[src/rtl/bitwise_pkg.sv]
// Shared definitions for the bitwise logic stage: opcode constants and the
// per-bit logic function used by the datapath.
// Optional feature macro used by the top level: REDUCE_FLAGS_EN.
package bitwise_pkg;

    // Opcode encoding presented on i_Op
    localparam logic [2:0] OP_AND   = 3'b000;
    localparam logic [2:0] OP_OR    = 3'b001;
    localparam logic [2:0] OP_XOR   = 3'b010;
    localparam logic [2:0] OP_NOTA  = 3'b011;
    localparam logic [2:0] OP_NAND  = 3'b100;
    localparam logic [2:0] OP_NOR   = 3'b101;
    localparam logic [2:0] OP_XNOR  = 3'b110;
    localparam logic [2:0] OP_PASSA = 3'b111;

    // Single-bit logic operation; the top level applies it to every bit
    // position so the function stays independent of the operand width.
    function automatic logic bitop(input logic [2:0] op, input logic a, input logic b);
        logic r;
        case (op)
            OP_AND:   r = a & b;
            OP_OR:    r = a | b;
            OP_XOR:   r = a ^ b;
            OP_NOTA:  r = ~a;
            OP_NAND:  r = ~(a & b);
            OP_NOR:   r = ~(a | b);
            OP_XNOR:  r = ~(a ^ b);
            default:  r = a;
        endcase
        return r;
    endfunction

endpackage

[src/rtl/pipe_reg_stage.sv]
// Generic valid/ready payload register. One beat of storage; it accepts a
// new beat whenever it is empty or its current beat is leaving downstream,
// which gives full throughput when chained.
module pipe_reg_stage #(
    parameter int                DATA_W    = 8,
    parameter logic [DATA_W-1:0] RESET_VAL = '0
) (
    input  logic              clk,
    input  logic              rst,
    input  logic              up_valid,
    output logic              up_ready,
    input  logic [DATA_W-1:0] up_data,
    output logic              dn_valid,
    input  logic              dn_ready,
    output logic [DATA_W-1:0] dn_data
);

    logic              valid_q;
    logic [DATA_W-1:0] data_q;
    logic              load;

    assign load     = !valid_q || dn_ready;
    assign up_ready = load;
    assign dn_valid = valid_q;
    assign dn_data  = data_q;

    // Load/hold register: payload only changes when a real beat arrives so
    // the outputs stay stable while stalled or idle.
    always_ff @(posedge clk) begin
        if (rst) begin
            valid_q <= 1'b0;
            data_q  <= RESET_VAL;
        end else if (load) begin
            valid_q <= up_valid;
            if (up_valid) begin
                data_q <= up_data;
            end
        end
    end

endmodule

[src/rtl/bitwise_logic_stage.sv]
// Pipelined, handshaked bitwise logic unit. Stage 1 registers the logic-op
// result and the field base; stage 2 registers the result, the extracted
// field and the zero flag.
// Optional feature macro: REDUCE_FLAGS_EN adds registered reduction flags
// o_RedAnd/o_RedOr/o_RedXor of the stage-2 result.
module bitwise_logic_stage
    import bitwise_pkg::*;
#(
    parameter  int WIDTH   = 8,
    parameter  int FIELD_W = 4,
    localparam int LSB_W   = $clog2(WIDTH)
) (
    input  logic               i_Clk,
    input  logic               i_Rst,
    input  logic               i_Valid,
    output logic               o_Ready,
    input  logic [WIDTH-1:0]   i_A,
    input  logic [WIDTH-1:0]   i_B,
    input  logic [2:0]         i_Op,
    input  logic [LSB_W-1:0]   i_Lsb,
    output logic               o_Valid,
    input  logic               i_Ready,
    output logic [WIDTH-1:0]   o_Result,
    output logic [FIELD_W-1:0] o_Field,
`ifdef REDUCE_FLAGS_EN
    output logic               o_RedAnd,
    output logic               o_RedOr,
    output logic               o_RedXor,
`endif
    output logic               o_Zero
);

    localparam int S1_W = LSB_W + WIDTH;
`ifdef REDUCE_FLAGS_EN
    localparam int S2_W = WIDTH + FIELD_W + 4;
`else
    localparam int S2_W = WIDTH + FIELD_W + 1;
`endif
    // Only the zero flag resets high; everything else in stage 2 resets low.
    localparam logic [S2_W-1:0] S2_RESET = S2_W'(1) << (WIDTH + FIELD_W);

    logic [WIDTH-1:0]   op_result;
    logic [S1_W-1:0]    s1_in;
    logic [S1_W-1:0]    s1_data;
    logic               s1_valid;
    logic [LSB_W-1:0]   s1_lsb;
    logic [WIDTH-1:0]   s1_result;
    logic [WIDTH-1:0]   shifted;
    logic [FIELD_W-1:0] field;
    logic               zero;
    logic               s2_load;
    logic [S2_W-1:0]    s2_in;
    logic [S2_W-1:0]    s2_data;

    // Per-bit logic operation across the full operand width
    always_comb begin
        op_result = '0;
        for (int i = 0; i < WIDTH; i++) begin
            op_result[i] = bitop(i_Op, i_A[i], i_B[i]);
        end
    end

    assign s1_in = {i_Lsb, op_result};

    pipe_reg_stage #(
        .DATA_W    (S1_W),
        .RESET_VAL ('0)
    ) u_s1 (
        .clk      (i_Clk),
        .rst      (i_Rst),
        .up_valid (i_Valid),
        .up_ready (o_Ready),
        .up_data  (s1_in),
        .dn_valid (s1_valid),
        .dn_ready (s2_load),
        .dn_data  (s1_data)
    );

    assign s1_lsb    = s1_data[S1_W-1:WIDTH];
    assign s1_result = s1_data[WIDTH-1:0];

    // Field extraction: a logical right shift zero-fills from the top, so a
    // field that runs past the MSB reads zeros instead of wrapping around.
    always_comb begin
        shifted = s1_result >> s1_lsb;
        field   = FIELD_W'(shifted);
        zero    = ~|s1_result;
    end

`ifdef REDUCE_FLAGS_EN
    assign s2_in = {^s1_result, |s1_result, &s1_result, zero, field, s1_result};
`else
    assign s2_in = {zero, field, s1_result};
`endif

    pipe_reg_stage #(
        .DATA_W    (S2_W),
        .RESET_VAL (S2_RESET)
    ) u_s2 (
        .clk      (i_Clk),
        .rst      (i_Rst),
        .up_valid (s1_valid),
        .up_ready (s2_load),
        .up_data  (s2_in),
        .dn_valid (o_Valid),
        .dn_ready (i_Ready),
        .dn_data  (s2_data)
    );

    assign o_Result = s2_data[WIDTH-1:0];
    assign o_Field  = s2_data[WIDTH+FIELD_W-1:WIDTH];
    assign o_Zero   = s2_data[WIDTH+FIELD_W];
`ifdef REDUCE_FLAGS_EN
    assign o_RedAnd = s2_data[WIDTH+FIELD_W+1];
    assign o_RedOr  = s2_data[WIDTH+FIELD_W+2];
    assign o_RedXor = s2_data[WIDTH+FIELD_W+3];
`endif

endmodule

[config.mk]
export PLATFORM = sky130hd
export DESIGN_NAME = bitwise_logic_stage
export DESIGN_NICKNAME = d
export VERILOG_FILES = /design/src/rtl/bitwise_pkg.sv /design/src/rtl/pipe_reg_stage.sv /design/src/rtl/bitwise_logic_stage.sv
export SDC_FILE = /design/constraint.sdc
export NUM_CORES = 1
export LEC_CHECK = 0
export CORE_UTILIZATION = 63
export DETAILED_ROUTE_END_ITERATION = 12
export DONT_BUFFER_PORTS = 1
export PLACE_DENSITY = 0.86
export REMOVE_ABC_BUFFERS = 1
export SYNTH_ARGS = -nofsm -noshare
export SYNTH_HDL_FRONTEND = slang
export SYNTH_SLANG_ARGS = --single-unit
[constraint.sdc]
create_clock -name i_Clk -period 2.42 [get_ports i_Clk]
set_clock_uncertainty 0.2 [all_clocks]
set_input_delay 0.605 -clock i_Clk [delete_from_list [all_inputs] [get_ports i_Clk]]
set_output_delay 0.605 -clock i_Clk [all_outputs]
set_load 0.01 [all_outputs]
==> results.txt, run 1 <==
- The run finished with clean final reports.
- Power per standard cell area: approximately 480 nW/µm²
- Clock Latency Late Sink: 0.31 ns
* Area share of the largest cell type after synthesis: 0.283
- Post-CTS setup buffer count: 0
- Classification of the worst-slack hold path: input pin to register
- Post-synthesis instance total: between 200 and 250
* Required time of the critical path: between 2 and 2.5 ns
* Most area-consuming cells after synthesis: dfxtp_1, ha_1, mux4_2
* Number of CTS-inserted buffers: 3
* Nets: 239
- Post-synthesis sequential area ratio: 0.283
* Source of the worst hold timing path: i_Rst
- Minimum setup slack after placement: between 0.2 and 0.3 ns
- Traced cell by cell, the critical path runs through mux2i_1, mux4_2, a211oi_2.
- Gpl congestion: roughly 0.80
- Derived from the worst setup path, the maximum achievable clock frequency is between 500 and 600 MHz.
* Placed cells: ~220
* Final Hold Fails: 0
* Register area: approximately 520 µm²
- For this run, asynchronously set or reset flops after synthesis account for 0.
* Reg2Reg Capture Point: u_s2.dn_data[8]
- The die covers 3140 µm².
- Standby leakage power: between 0.7 and 0.8 nW
* Share of the synthesized area in compound gates (AO/OA/AOI/OAI): 0.133
- Syn avg cell area: approximately 9 µm²
- The repair_antennas step left the layout with diodes totalling 0.
* Cells on Worst Hold Path: 1
* Root buf cell: clkbuf_4
* Worst setup path category: register to register
- Post-layout instance count excluding filler cells: 227
- Together, buffers and inverters on the worst path number 0.
- Among cell families on the critical path, the largest total delay comes from multiplexers.
- Synthesis inferred 26 register bits.
- Half-perimeter wire length after placement: about 2600 µm
- In this run the count of I/O pins placed on the die edge is between 40 and 50.
- Core ar.: approximately 2800 µm²
- STA classifies the critical path endpoint as a register.
* Slowest library cell on the worst path: dfxtp_1
* Global router's overall resource usage: 0.222
* Count of buffers inserted at the top-level ports: 0
- After detailed routing, the number of vias per cell comes to around 6.
- From synthesis to final layout, the design area changed by 0.136%.
- Sink Count: 26
* Area of the mapped netlist: around 1800 µm²
- Number of global-route vias before repair: between 1000 and 1500
- Subtracting the final worst setup slack from the clock period gives approximately 1.8 ns.
- Post-synthesis share of cell area spent on and, or, nand and nor gates: 0.182
- Stages on worst setup path: 3
* Maximum number of pins on one net before global-route repair: 33
- Stage delay of the slowest cell on the critical path: about 0.64 ns
- In this run, post-CTS hold repair placed 0 buffers.
- STA classifies the critical path startpoint as a register.
* Combined area of the multi-input logic cells: approximately 1100 µm²
* Post-synthesis cell type with the largest combined area: dfxtp_1
- The worst-case IR drop observed on VDD is between 0.3 and 0.4 mV.
- The first detailed-routing pass took 4 iterations.
* Yosys warnings: 0
* Post-route clock period utilization: 0.748
- Data on the critical path arrives at its endpoint at 1.85 ns.
- Setup violations remaining at the end of the flow were counted as 0.
- Reg-to-reg critical path startpoint: u_s1.dn_data[9]
- Final total power: approximately 0.9 mW
- Share of cells above drive strength 1: 0.0969
- The number of cells on the worst reg-to-reg path is 3.
* Slew at the pin with the worst max-slew slack: 0.581 ns
- Worst slew margin relative to its limit: 0.612
- RSZ-0062 raised after global routing: false
* Post-synthesis xor/xnor area fraction: 0.0333
- H-Tree Level Count: 1
* Critical-path maximum fanout: 11
* Vias after detailed routing: approximately 1400
- TritonCTS clock tree: yes
- The synthesized design contains 0 enable-type register cells.
- The final layout contains routed wiring with a total length of around 3300 µm.
- Of the total synthesized cell area, the portion taken by full adders, half adders and majority gates is 0.109.
- For this configuration, the core starts out at a cell density of 0.667.
- The max-slew violation count was 0.
- The path with the worst hold slack has its endpoint at u_s1.dn_valid.
* Area of all placed cells without fillers: about 1800 µm²
- Number of design-rule violations left by the first detailed-router iteration: 35
* Number of antenna violations at the first check in global routing: 0
- Global route total overflow: 0
- By count the netlist is led by dfxtp_1, inv_1, nand2_1.
* Number of distinct library cells after synthesis: 35
- Largest buffer count on any clock path: 2
- Among all flip-flop cells after synthesis, the most frequent one is dfxtp_1.
* Row count: 19
* Number of instances resized during post-cts repair: 0
- After filler insertion, the fill cell instance count of the layout stands at 230.
- Measured along the x axis, the die boundary spans around 56 µm.
- The setup check on the worst reg-to-reg path leaves a slack of a little over 0.6 ns.
* Vertical die dimension: 56.0 µm
- After clock tree synthesis, the clock-pin slew on the worst setup and hold paths is 0.13 ns.
* Max-cap check violation count: 0
- For this run, design rule violations remaining after detail routing come to 0.
* Average detailed-routed wire length per instance: between 10 and 15 µm
- Final WS setup: 0.611 ns
* Post-route antenna net violation count: 0
- Instance area after placement: around 1800 µm²
- After routing, the total negative slack on setup checks comes to 0 ns.
- Largest family of logic cells by synthesized area: simple AND/OR/NAND/NOR gates
* Global-route wire length before repair: 5620 µm
* Share of synthesized area spent on multiplexers: 0.164
-- flip-flops by register name, indices dropped and copies added, names as in the netlist --
name,count
u_s1.dn_valid,1
u_s2.dn_data,13
u_s2.dn_valid,1
u_s1.dn_data,11
-- per-stage QoR --
step,utilization,hold WS (ns)
final,0.668,0.142
after global routing,0.668,0.116
after CTS,0.668,0.125
after detailed placement,0.655,0.268
after global placement,0.655,0.254
after floorplan,-,0.242
-- where the power goes --
group | switching [mW] | internal (mW)
Combinational | 0.0777 | 0.0966
Sequential | 0.0387 | 0.456
Clock | 0.119 | 0.0918
Total | 0.236 | 0.644
-- per-layer routing --
metal	up-vias	track usage	share of wire
met1	647	0.261	0.43
met3	6	0.0256	0.031
met4	0	0.105	0.018
met5	-	0	0
li1	690	-	-
met2	31	0.401	0.52
-- how the worst max path moves through the flow --
| stage | slack, ns | startpoint | to |
|---|---|---|---|
| after global placement | 0.34 | i_A[5] | u_s1.dn_data[5] |
| after detailed placement | 0.29 | i_A[5] | u_s1.dn_data[5] |
| after floorplan | 0.36 | i_A[5] | u_s1.dn_data[5] |
| after global routing | 0.48 | u_s2.dn_valid | u_s1.dn_data[9] |
| after CTS | 0.58 | u_s2.dn_valid | u_s1.dn_data[1] |
| final | 0.61 | u_s1.dn_data[9] | u_s2.dn_data[8] |
-- cell usage in the layout (no fill, tap or decap), drive strengths merged, types with 4 or more instances in the layout --
| cell | n |
|---|---|
| inv | 26 |
| dfxtp | 26 |
| nand2 | 22 |
| ha | 16 |
| a21oi | 13 |
| nor2 | 13 |
| nand3b | 11 |
| mux2i | 11 |
| mux4 | 8 |
| nand2b | 6 |
| nand3 | 4 |
| xnor2 | 4 |
| clkbuf | 4 |
| o41ai | 4 |
-- area by class of cell --
type                            count  area share
Inverter                           26      0.0530
Clock buffer                        4      0.0197
Tap cell                           31      0.0211
Timing Repair Buffer                1     0.00408
Multi-Input combinational cell    139       0.620
Sequential cell                    26       0.283
-- logic make-up (layout without fill, tap and decap cells) --
logic type / Yosys count / count (layout)
adders and majority gates: 16 / 16
DFF: 26 / 26
muxes: 20 / 20
buffers and inverters: 39 / 31
AOI/OAI and AO/OA: 31 / 31
and+or+nand+nor: 65 / 65
xor gates and xnor gates: 7 / 7
-- worst reg2reg max path, cell delays in order, from the launching register on --
cell	delay (ns)
dfxtp_1	0.64
mux2i_1	0.20
mux4_2	0.50
a211oi_2	0.21
No activity file was read; power rests on OpenSTA's default activity.
==> inputs of run 2 (changes only) <==
Clock period 2.42 ns to 1.7 ns, I/O delays scaled along.
==> results.txt, run 2 (synthesis results as in run 1) <==
- The run finished with clean final reports.
* Count of buffers inserted at the top-level ports: 0 (unchanged)
* Root buf cell: clkbuf_4
* Final WS setup: 0.0460 ns (-0.565 ns)
- The power after layout is 1.40 mW (+59%).
* Clock-pin slew reported for the worst setup and hold paths after clock tree synthesis: 0.12 ns (about the same)
- The vertical extent of the die came to 56.0 µm (unchanged).
- The critical path in this run is classified as register to primary output.
- Final Core Density: 0.706 (+0.0381)
- Number of CTS-inserted buffers: 3 (unchanged)
* Number of antenna violations at the first check in global routing: 0 (unchanged)
- Final min period: around 1.7 ns
- The routed via count is 1469 (+6.9%).
- Global router's overall resource usage: 0.236 (+0.0134)
- Global-route wire length before repair: 5970 µm (+6.1%)
- Post-route clock period utilization: 0.973
- The final number of hold-violating endpoints came to 0 (unchanged).
- The area of all placed cells without fillers came to 1950 µm² (+5.7%).
- Slew at the pin with the worst max-slew slack: 0.838 ns (+0.258 ns)
* Global route total overflow: 0 (unchanged)
* Core ar.: 2760 µm² (unchanged)
* Number of optimization iterations in the first detailed-route pass: 5 (+1)
* Required time of the critical path: 1.07 ns (-1.39 ns)
* Max reg flops: 13 (unchanged)
- The largest stage delay on the critical path was 0.41 ns (-0.23 ns).
* Wire length after detailed routing: 3610 µm (+9.7%)
- The worst path arrival time was 1.03 ns (-0.82 ns).
- Boundary pin count: 41 (unchanged)
- Max-cap check violation count: 0 (unchanged)
- Fill count: 210 (-8.7%)
* Clock Latency Late Sink: 0.32 ns (about the same)
- Largest buffer count on any clock path: 2 (unchanged)
- The number of cells on the worst hold path was 2 (+1).
- TritonCTS clock tree: yes
- Total DRC errors in the routed layout: 0 (unchanged)
- The number of setup violations in the final report was 0 (unchanged).
* Crit-path cells: nand3b_1, buf_4
* Number of global-route vias before repair: 1485 (+11%)
* Avg Vias per Cell: 6.20 (+2.4%)
- The final setup TNS came to 0 ns (unchanged).
- The worst setup path is captured at a primary output.
* Standby leakage power: 0.819 nW (+8.8%)
* Critical-path maximum fanout: 4 (-7)
- The number of cell instances on the worst register-to-register path was 4 (+1).
- The die span in x is 56.0 µm (unchanged).
- Slowest library cell on the worst path: dfxtp_1
* Row count: 19 (unchanged)
- Leaving out fill and tap cells, the most frequent cell in the layout is inv_1.
- Most frequent cells in the layout: inv_1, dfxtp_1, nand2_1, ha_1
- Gpl congestion: 0.880 (+9.7%)
- Average detailed-routed wire length per instance: 15.2 µm (+5.0%)
* H-Tree Level Count: 1 (unchanged)
- VDD IR-drop max: 1.01 mV (+210%)
- The number of violations reported at the end of detailed-routing iteration 0 is 73 (+110%).
* Half-perimeter wire length after placement: 2700 µm (+4.0%)
* Maximum number of pins on one net before global-route repair: 22 (-33%)
- The normalized max-slew margin came to 0.441 (-0.171).
- The area of the die is 3140 µm² (unchanged).
- The share of final-layout standard cells stronger than drive strength 1 was 0.146 (+0.0487).
- Antenna cell count: 0 (unchanged)
* Classification of the worst-slack hold path: input pin to register
- Derived from the worst setup path, the maximum achievable clock frequency is around 600 MHz.
* Post-route antenna net violation count: 0 (unchanged)
* Total count of max-transition violations in the final report: 0 (unchanged)
- Sort of element at the start of the critical path: register
- The pre-CTS setup slack is -0.250 ns (-0.539 ns).
* Instance area after placement: 1860 µm² (+2.9%)
- The clock sink total came to 26 (unchanged).
* Power per standard cell area: 719 nW/µm² (+51%)
- From synthesis to final layout, the design area changed by 5.85%.
- Effective utilization at floorplan: 0.667 (unchanged)
* Nets: 249 (+4.2%)
- Setup repair after global routing left no endpoint under its margin.
## run 2: power breakdown
group / internal (mW) / switching (mW) / total (mW)
clock network: 0.239 / 0.176 / 0.415
registers: 0.649 / 0.0507 / 0.700
logic: 0.153 / 0.132 / 0.285
total: 1.04 / 0.359 / 1.40
## run 2: layout make-up
cell class                 instances  area (µm²)  share of cell area
clock buffer                       3        22.5              0.0116
timing repair buffer              11        90.1              0.0463
clock inverter                     1        30.0              0.0154
inverter                          26        97.6              0.0501
sequential                        26         527               0.271
multi-input combinational        139        1140               0.586
tap                               31        38.8              0.0199
## run 2: critical path, delay by kind of cell (launching register included)
kind | cells | cell delay [ns]
buffers and inverters | 1 | 0.17
flip-flops | 1 | 0.41
AND/OR/NAND/NOR | 1 | 0.13
## run 2: layer usage
| metal | vias to the layer above | GRT usage | part of all wire |
|---|---|---|---|
| met1 | 684 | 0.258 | 0.41 |
| met2 | 64 | 0.449 | 0.52 |
| met3 | 9 | 0.0326 | 0.052 |
| met4 | 0 | 0.0976 | 0.020 |
| met5 | - | 0 | 0 |
| li1 | 712 | - | - |
## run 2: path summary, 6_finish.rpt
kind                                 startpoint               end  slack, ns
worst min register to register  u_s1.dn_data[1]   u_s2.dn_data[1]       0.31
worst max-delay path              u_s1.dn_valid           o_Ready       0.05
worst max register to register  u_s1.dn_data[8]  u_s2.dn_data[10]       0.10
worst min-delay path                    i_Valid     u_s1.dn_valid       0.02
## run 2: what timing repair did
action                                  4_1_cts  5_1_grt
pin swaps                                     0        1
endpoints found under the setup margin        3        8
buffers inserted                              0        1
resized for setup                             2        3
endpoints found under the hold margin        22        0
hold buffers                                  2        0
## run 2: through the flow
| stage | hold slack (ns) | std cells |
|---|---|---|
| global route | 0.0295 | 237 |
| global placement | 0.253 | 230 |
| finish | 0.0215 | 237 |
| CTS | 0.00929 | 236 |
| floorplan | 0.242 | 191 |
| detailed placement | 0.267 | 230 |
==> inputs of run 3 (changes only) <==
Settings changed: SKIP_LAST_GASP from default to 1.
==> results of run 3 <==
No change in the layout: final DEF, timing and power equal those of run 2.
